File: src/rtl/multicycle_datapath.sv
// Multicycle MIPS-subset datapath: one shared req/ack memory port, internal control FSM.
// Optional feature macro: MC_BNE_EN enables opcode 0x05 (bne); without it bne traps.
module multicycle_datapath #(
  parameter int                ADDR_W   = 32,
  parameter logic [ADDR_W-1:0] RESET_PC = '0
) (
  input  logic              clk,
  input  logic              rst_n,
  output logic              mem_req,
  output logic              mem_we,
  output logic [ADDR_W-1:0] mem_addr,
  output logic [31:0]       mem_wdata,
  input  logic [31:0]       mem_rdata,
  input  logic              mem_ack,
  output logic [ADDR_W-1:0] pc_out,
  output logic [31:0]       instr_out,
  output logic [31:0]       alu_result,
  output logic              instr_retired,
  output logic              trap,
  input  logic [4:0]        dbg_ra,
  output logic [31:0]       dbg_rd
);

  typedef enum logic [2:0] {S_FETCH, S_DECODE, S_EXEC, S_MEM, S_WB, S_TRAP} state_t;

  localparam logic [5:0] OP_R    = 6'h00;
  localparam logic [5:0] OP_J    = 6'h02;
  localparam logic [5:0] OP_BEQ  = 6'h04;
  localparam logic [5:0] OP_ADDI = 6'h08;
  localparam logic [5:0] OP_LW   = 6'h23;
  localparam logic [5:0] OP_SW   = 6'h2B;
`ifdef MC_BNE_EN
  localparam logic [5:0] OP_BNE  = 6'h05;
`endif

  state_t            state_q, state_d;
  logic [ADDR_W-1:0] pc_q, pc_d;
  logic [31:0]       ir_q, ir_d, alu_q, alu_d, mdr_q, mdr_d, a_q, a_d, b_q, b_d;
  logic [31:0]       regs_q [32];

  logic              rf_we;
  logic [4:0]        rf_waddr;
  logic [31:0]       rf_wdata;
  logic              retire_c, req_c, we_c;
  logic [ADDR_W-1:0] addr_c;

  logic [5:0]        opcode, funct;
  logic [4:0]        rs, rt, rd;
  logic [31:0]       imm_sext, pc_ext, eff_addr;
  logic signed [31:0] a_s, b_s;
  logic [27:0]       j_low;
  logic [ADDR_W-1:0] j_tgt;
  logic              unused_shamt;

  assign opcode       = ir_q[31:26];
  assign rs           = ir_q[25:21];
  assign rt           = ir_q[20:16];
  assign rd           = ir_q[15:11];
  assign funct        = ir_q[5:0];
  assign unused_shamt = ^ir_q[10:6];
  assign imm_sext     = {{16{ir_q[15]}}, ir_q[15:0]};
  assign pc_ext       = 32'(pc_q);
  assign eff_addr     = a_q + imm_sext;
  assign a_s          = a_q;
  assign b_s          = b_q;
  assign j_low        = {ir_q[25:0], 2'b00};

  // Jump keeps the PC's upper bits only when the address is wider than the 28-bit target
  generate
    if (ADDR_W > 28) begin : g_jwide
      assign j_tgt = {pc_q[ADDR_W-1:28], j_low};
    end else begin : g_jnarrow
      assign j_tgt = j_low[ADDR_W-1:0];
    end
  endgenerate

  always_comb begin
    state_d  = state_q;
    pc_d     = pc_q;
    ir_d     = ir_q;
    alu_d    = alu_q;
    mdr_d    = mdr_q;
    a_d      = a_q;
    b_d      = b_q;
    rf_we    = 1'b0;
    rf_waddr = 5'd0;
    rf_wdata = 32'd0;
    retire_c = 1'b0;
    req_c    = 1'b0;
    we_c     = 1'b0;
    addr_c   = pc_q;
    case (state_q)
      S_FETCH: begin
        req_c = 1'b1;
        if (mem_ack) begin
          ir_d    = mem_rdata;
          pc_d    = pc_q + ADDR_W'(3'd4);
          state_d = S_DECODE;
        end
      end
      S_DECODE: begin
        a_d   = regs_q[rs];
        b_d   = regs_q[rt];
        alu_d = pc_ext + (imm_sext << 2);
        case (opcode)
`ifdef MC_BNE_EN
          OP_R, OP_ADDI, OP_LW, OP_SW, OP_BEQ, OP_BNE: state_d = S_EXEC;
`else
          OP_R, OP_ADDI, OP_LW, OP_SW, OP_BEQ: state_d = S_EXEC;
`endif
          OP_J: begin
            pc_d     = j_tgt;
            retire_c = 1'b1;
            state_d  = S_FETCH;
          end
          default: state_d = S_TRAP;
        endcase
      end
      S_EXEC: begin
        case (opcode)
          OP_R: begin
            state_d = S_WB;
            case (funct)
              6'h20:   alu_d = a_q + b_q;
              6'h22:   alu_d = a_q - b_q;
              6'h24:   alu_d = a_q & b_q;
              6'h25:   alu_d = a_q | b_q;
              6'h2A:   alu_d = (a_s < b_s) ? 32'd1 : 32'd0;
              default: state_d = S_TRAP;
            endcase
          end
          OP_ADDI: begin
            alu_d   = eff_addr;
            state_d = S_WB;
          end
          OP_LW, OP_SW: begin
            alu_d   = eff_addr;
            state_d = (eff_addr[1:0] != 2'b00) ? S_TRAP : S_MEM;
          end
          OP_BEQ: begin
            if (a_q == b_q) pc_d = alu_q[ADDR_W-1:0];
            retire_c = 1'b1;
            state_d  = S_FETCH;
          end
`ifdef MC_BNE_EN
          OP_BNE: begin
            if (a_q != b_q) pc_d = alu_q[ADDR_W-1:0];
            retire_c = 1'b1;
            state_d  = S_FETCH;
          end
`endif
          default: state_d = S_TRAP;
        endcase
      end
      S_MEM: begin
        req_c  = 1'b1;
        we_c   = (opcode == OP_SW);
        addr_c = alu_q[ADDR_W-1:0];
        if (mem_ack) begin
          if (opcode == OP_SW) begin
            retire_c = 1'b1;
            state_d  = S_FETCH;
          end else begin
            mdr_d   = mem_rdata;
            state_d = S_WB;
          end
        end
      end
      S_WB: begin
        rf_waddr = (opcode == OP_R) ? rd : rt;
        rf_wdata = (opcode == OP_LW) ? mdr_q : alu_q;
        rf_we    = (rf_waddr != 5'd0);
        retire_c = 1'b1;
        state_d  = S_FETCH;
      end
      default: state_d = S_TRAP;
    endcase
  end

  always_ff @(posedge clk) begin
    if (!rst_n) begin
      state_q <= S_FETCH;
      pc_q    <= RESET_PC;
      ir_q    <= '0;
      alu_q   <= '0;
      mdr_q   <= '0;
      a_q     <= '0;
      b_q     <= '0;
    end else begin
      state_q <= state_d;
      pc_q    <= pc_d;
      ir_q    <= ir_d;
      alu_q   <= alu_d;
      mdr_q   <= mdr_d;
      a_q     <= a_d;
      b_q     <= b_d;
    end
  end

  always_ff @(posedge clk) begin
    if (!rst_n) begin
      for (int i = 0; i < 32; i++) regs_q[i] <= '0;
    end else if (rf_we) begin
      regs_q[rf_waddr] <= rf_wdata;
    end
  end

  // Request and retire are gated by rst_n so an in-flight access is dropped immediately
  assign mem_req       = req_c & rst_n;
  assign mem_we        = we_c;
  assign mem_addr      = addr_c;
  assign mem_wdata     = b_q;
  assign pc_out        = pc_q;
  assign instr_out     = ir_q;
  assign alu_result    = alu_q;
  assign instr_retired = retire_c & rst_n;
  assign trap          = (state_q == S_TRAP);
  assign dbg_rd        = (dbg_ra == 5'd0) ? 32'd0 : regs_q[dbg_ra];

endmodule

File: config.mk
export PLATFORM = sky130hd
export DESIGN_NAME = multicycle_datapath
export DESIGN_NICKNAME = d
export VERILOG_FILES = /design/src/rtl/multicycle_datapath.sv
export SDC_FILE = /design/constraint.sdc
export NUM_CORES = 2
export LEC_CHECK = 0
export CAP_MARGIN = 40
export CORE_MARGIN = 3
export CORE_UTILIZATION = 30
export CTS_CLUSTER_DIAMETER = 200
export CTS_CLUSTER_SIZE = 20
export DETAILED_ROUTE_END_ITERATION = 7
export GPL_TIMING_DRIVEN = 0
export PLACE_DENSITY = 0.55
export SYNTH_ARGS = -nofsm -noshare
export SYNTH_HDL_FRONTEND = slang
export SYNTH_SLANG_ARGS = --single-unit
File: constraint.sdc
create_clock -name clk -period 9.1 [get_ports clk]
set_clock_uncertainty 0.2 [all_clocks]
set_input_delay 1.82 -clock clk [delete_from_list [all_inputs] [get_ports clk]]
set_output_delay 1.82 -clock clk [all_outputs]
set_load 0.1 [all_outputs]
==> summary.md <==
| Metric | Value |
|---|---|
| Count of buffer and inverter cells on the critical path | 6 |
| PostCTS Resize Cnt | 0 |
| RSZ-0062 raised after global routing | no |
| Reg2Reg Setup Slack | 2.84 ns |
| Crit path launch type | input pin |
| WP data arrival | 6.03 ns |
| Mapped Cells | 6018 |
| CTS Buffer Depth | 3 |
| GPL Wtd Cong | 0.993 |
| Area grow syn2layout | 20.9% |
| WS Path Type | in2out |
| Setup violations, final | 0 |
| Status | complete, no violations |
| Mapped Area | 76000 um2 |
| CP delay by family, top | buffers and inverters |
| Predominant post-synthesis flop cell | edfxtp_1 |
| #FFs+latches synth | 1219 |
| Hold Path Class | reg2reg |
| Async S/R FF share, synth | 0 |
| CTS tree | yes |
| Register Area | 34700 um2 |
| Final Hold Vio Count | 0 |
| Post-synthesis area per instance | 12.6 um2 |
| Clk slew on worst S/H paths | 0.10 ns |
| Initial DRT Pass Iterations | 6 |
| GRT Resource Usage Total | 0.275 |
| Period utilization | 0.885 |
| Largest net degree at the start of global routing | 40 |
| Avg WL per Cell | 35.7 um |
| Crit path max-delay cell type | clkbuf_1 |
| Layout cells sized above 1 | 0.239 |
| Tmin final | 8.05 ns |
| Post-synth EDFFs | 1024 |
| Core ar. | 252000 um2 |
| DRT iter0 DRCs | 10100 |
| Port buffer count | 231 |
| Die height | 509 um |
| Maximum vdd drop | 0.153 mV |
| Seq/Total Area, Yosys | 0.456 |
| Final Max Slew Viols | 0 |
| RR Startpoint | instr_out[16] |
| Finished Layout Cells | 10200 |
| First-pass GRT wire length | 492000 um |
| Critical path, cell by cell | clkdlybuf4s50_1, clkbuf_1, buf_8, clkbuf_1, mux4_2, mux2i_1, nor2_1, clkdlybuf4s50_1, buf_8 |
| Post-placement cell count | 10100 |
| Multi-input logic area | 38900 um2 |
| NumNets Final | 7036 |
| Worst Path Required | 7.08 ns |
| Vias per cell | 6.12 |
| Ports | 236 |
| P_leak | 29.9 nW |
| Grt ovf | 0 |
| Clock sinks | 1219 |
| Least-Margin Pin Slew | 1.04 ns |
| Synth warnings | 0 |
| Die footprint | 259000 um2 |
| PD cells | 208 nW/um2 |
| Die span in x | 509 um |
| Initial antenna violation count | 23 |
| HPWL after DPL | 296000 um |
| Row count | 184 |
| Via count | 62600 |
| Postcts setup bufs | 0 |
| DRC | 0 |
| Clock root buffer | clkbuf_16 |
| Fin Setup TNS | 0 ns |
| Crit. End Element | output port |
| Worst hold start | mdr_q[13] |
| Total power | 19.1 mW |
| Finished Core Util | 0.365 |
| Max-slew headroom | 0.285 |
| Starting density of the core | 0.302 |
| CTS Hold Bufs | 0 |
| H-tree depth | 3 |
| Design Area, Final | 91900 um2 |
| Antenna-violating nets left | 0 |
| Netlist cell types | 86 |
| Cts bufs inserted | 70 |
| Layout fillers | 24200 |
| Setup crit start | dbg_ra[3] |
| Drt total wl | 366000 um |
| CP max stage delay | 0.74 ns |
| Vias in the first global route | 59500 |
| Max cap viols | 0 |
| Maximum clock rate | 124 MHz |
| Skew-Pair Late Insertion Delay | 0.78 ns |
| Worst Path Max Fanout | 10 |
| Dpl cell area | 89700 um2 |
[synth_stat cells (45+ instances only)]
master / number / area share
nand3_1: 45 / 0.0030
ha_1: 157 / 0.026
nor3_1: 51 / 0.0034
clkbuf_1: 467 / 0.023
inv_1: 111 / 0.0055
a21oi_1: 234 / 0.015
nor2_1: 1269 / 0.063
nand2_1: 512 / 0.025
mux4_2: 960 / 0.28
dfxtp_1: 195 / 0.051
edfxtp_1: 1024 / 0.40
buf_1: 82 / 0.0040
mux2i_1: 72 / 0.0095
o21ai_0: 134 / 0.0088
a211oi_1: 71 / 0.0070
[power by group]
group	leakage, nW	switching [mW]	internal (mW)	total [mW]
combinational	16.8	5.31	3.06	8.37
sequential	12.1	0.766	6.36	7.13
clock	0.977	2.06	1.50	3.56
[registers in the layout, indices dropped and copies added (netlist names)]
signal      flops
state_q         3
alu_result     32
mdr_q          32
mem_wdata      32
regs_q       1024
a_q            32
instr_out      32
pc_out         32
[metal layers]
metal | vias to the layer above | GRT usage | part of all wire
met3 | 950 | 0.0882 | 0.13
li1 | 24800 | - | -
met4 | 14 | 0.179 | 0.083
met1 | 31900 | 0.348 | 0.36
met5 | - | 0.00548 | 0.00079
met2 | 4938 | 0.405 | 0.43
[cell families (layout without fill, tap and decap cells)]
group / count (synthesis) / after routing / share of synthesized area
XOR/XNOR: 54 / 54 / 0.00622
buffers and inverters: 686 / 1510 / 0.0344
AND/OR/NAND/NOR: 2025 / 2025 / 0.107
multiplexers: 1064 / 1064 / 0.299
flip-flops: 1219 / 1219 / 0.456
other: 1 / 45 / 0.0000493
adder cells (fa/ha/maj): 161 / 161 / 0.0269
AO/OA/AOI/OAI: 808 / 808 / 0.0708
[path summary, 6_finish.rpt]
| check | endpoint | depth (start not counted) |
|---|---|---|
| setup / recovery | dbg_rd[17] | 9 |
| hold / removal | mdr_q[13] | 2 |
| setup reg to reg | regs_q[19][21] | 10 |
| hold reg to reg | mdr_q[13] | 2 |
[per-stage QoR]
stage | hold slack (ns) | setup slack [ns]
floorplan | 0.233 | 2.42
global placement | 0.238 | 0.0159
detailed placement | 0.246 | 1.15
CTS | 0.260 | 1.15
global route | 0.281 | 0.961
finish | 0.258 | 1.05
[worst min-delay path: stages, from the launching register on]
cell	delay, ns
dfxtp_1	0.32
nand2_1	0.05
a21oi_1	0.05
[cell usage in the layout, fill, tap and decap left out, types with 33 or more instances in the layout]
cell / count
a211oi_1: 71
a21o_1: 37
a21oi_1: 234
a221oi_1: 33
a311oi_1: 39
buf_1: 79
buf_16: 33
buf_2: 37
buf_6: 126
buf_8: 275
clkbuf_1: 494
clkbuf_16: 72
clkdlybuf4s50_1: 231
dfxtp_1: 194
edfxtp_1: 1024
ha_1: 157
inv_1: 111
mux2i_1: 72
mux4_2: 960
nand2_1: 481
nand3_1: 45
nor2_1: 1269
nor3_1: 51
o21ai_0: 134
[area by class of cell]
type | instances | area share
inverters | 112 | 0.00458
clock inverters | 6 | 0.00118
diodes | 13 | 0.000354
clock buffers | 104 | 0.0209
repair buffers | 714 | 0.102
flip-flops and latches | 1219 | 0.377
well taps | 3348 | 0.0456
plain buffers | 574 | 0.0240
multi-input cells | 4144 | 0.424
Power figures use the tool's default switching activity.
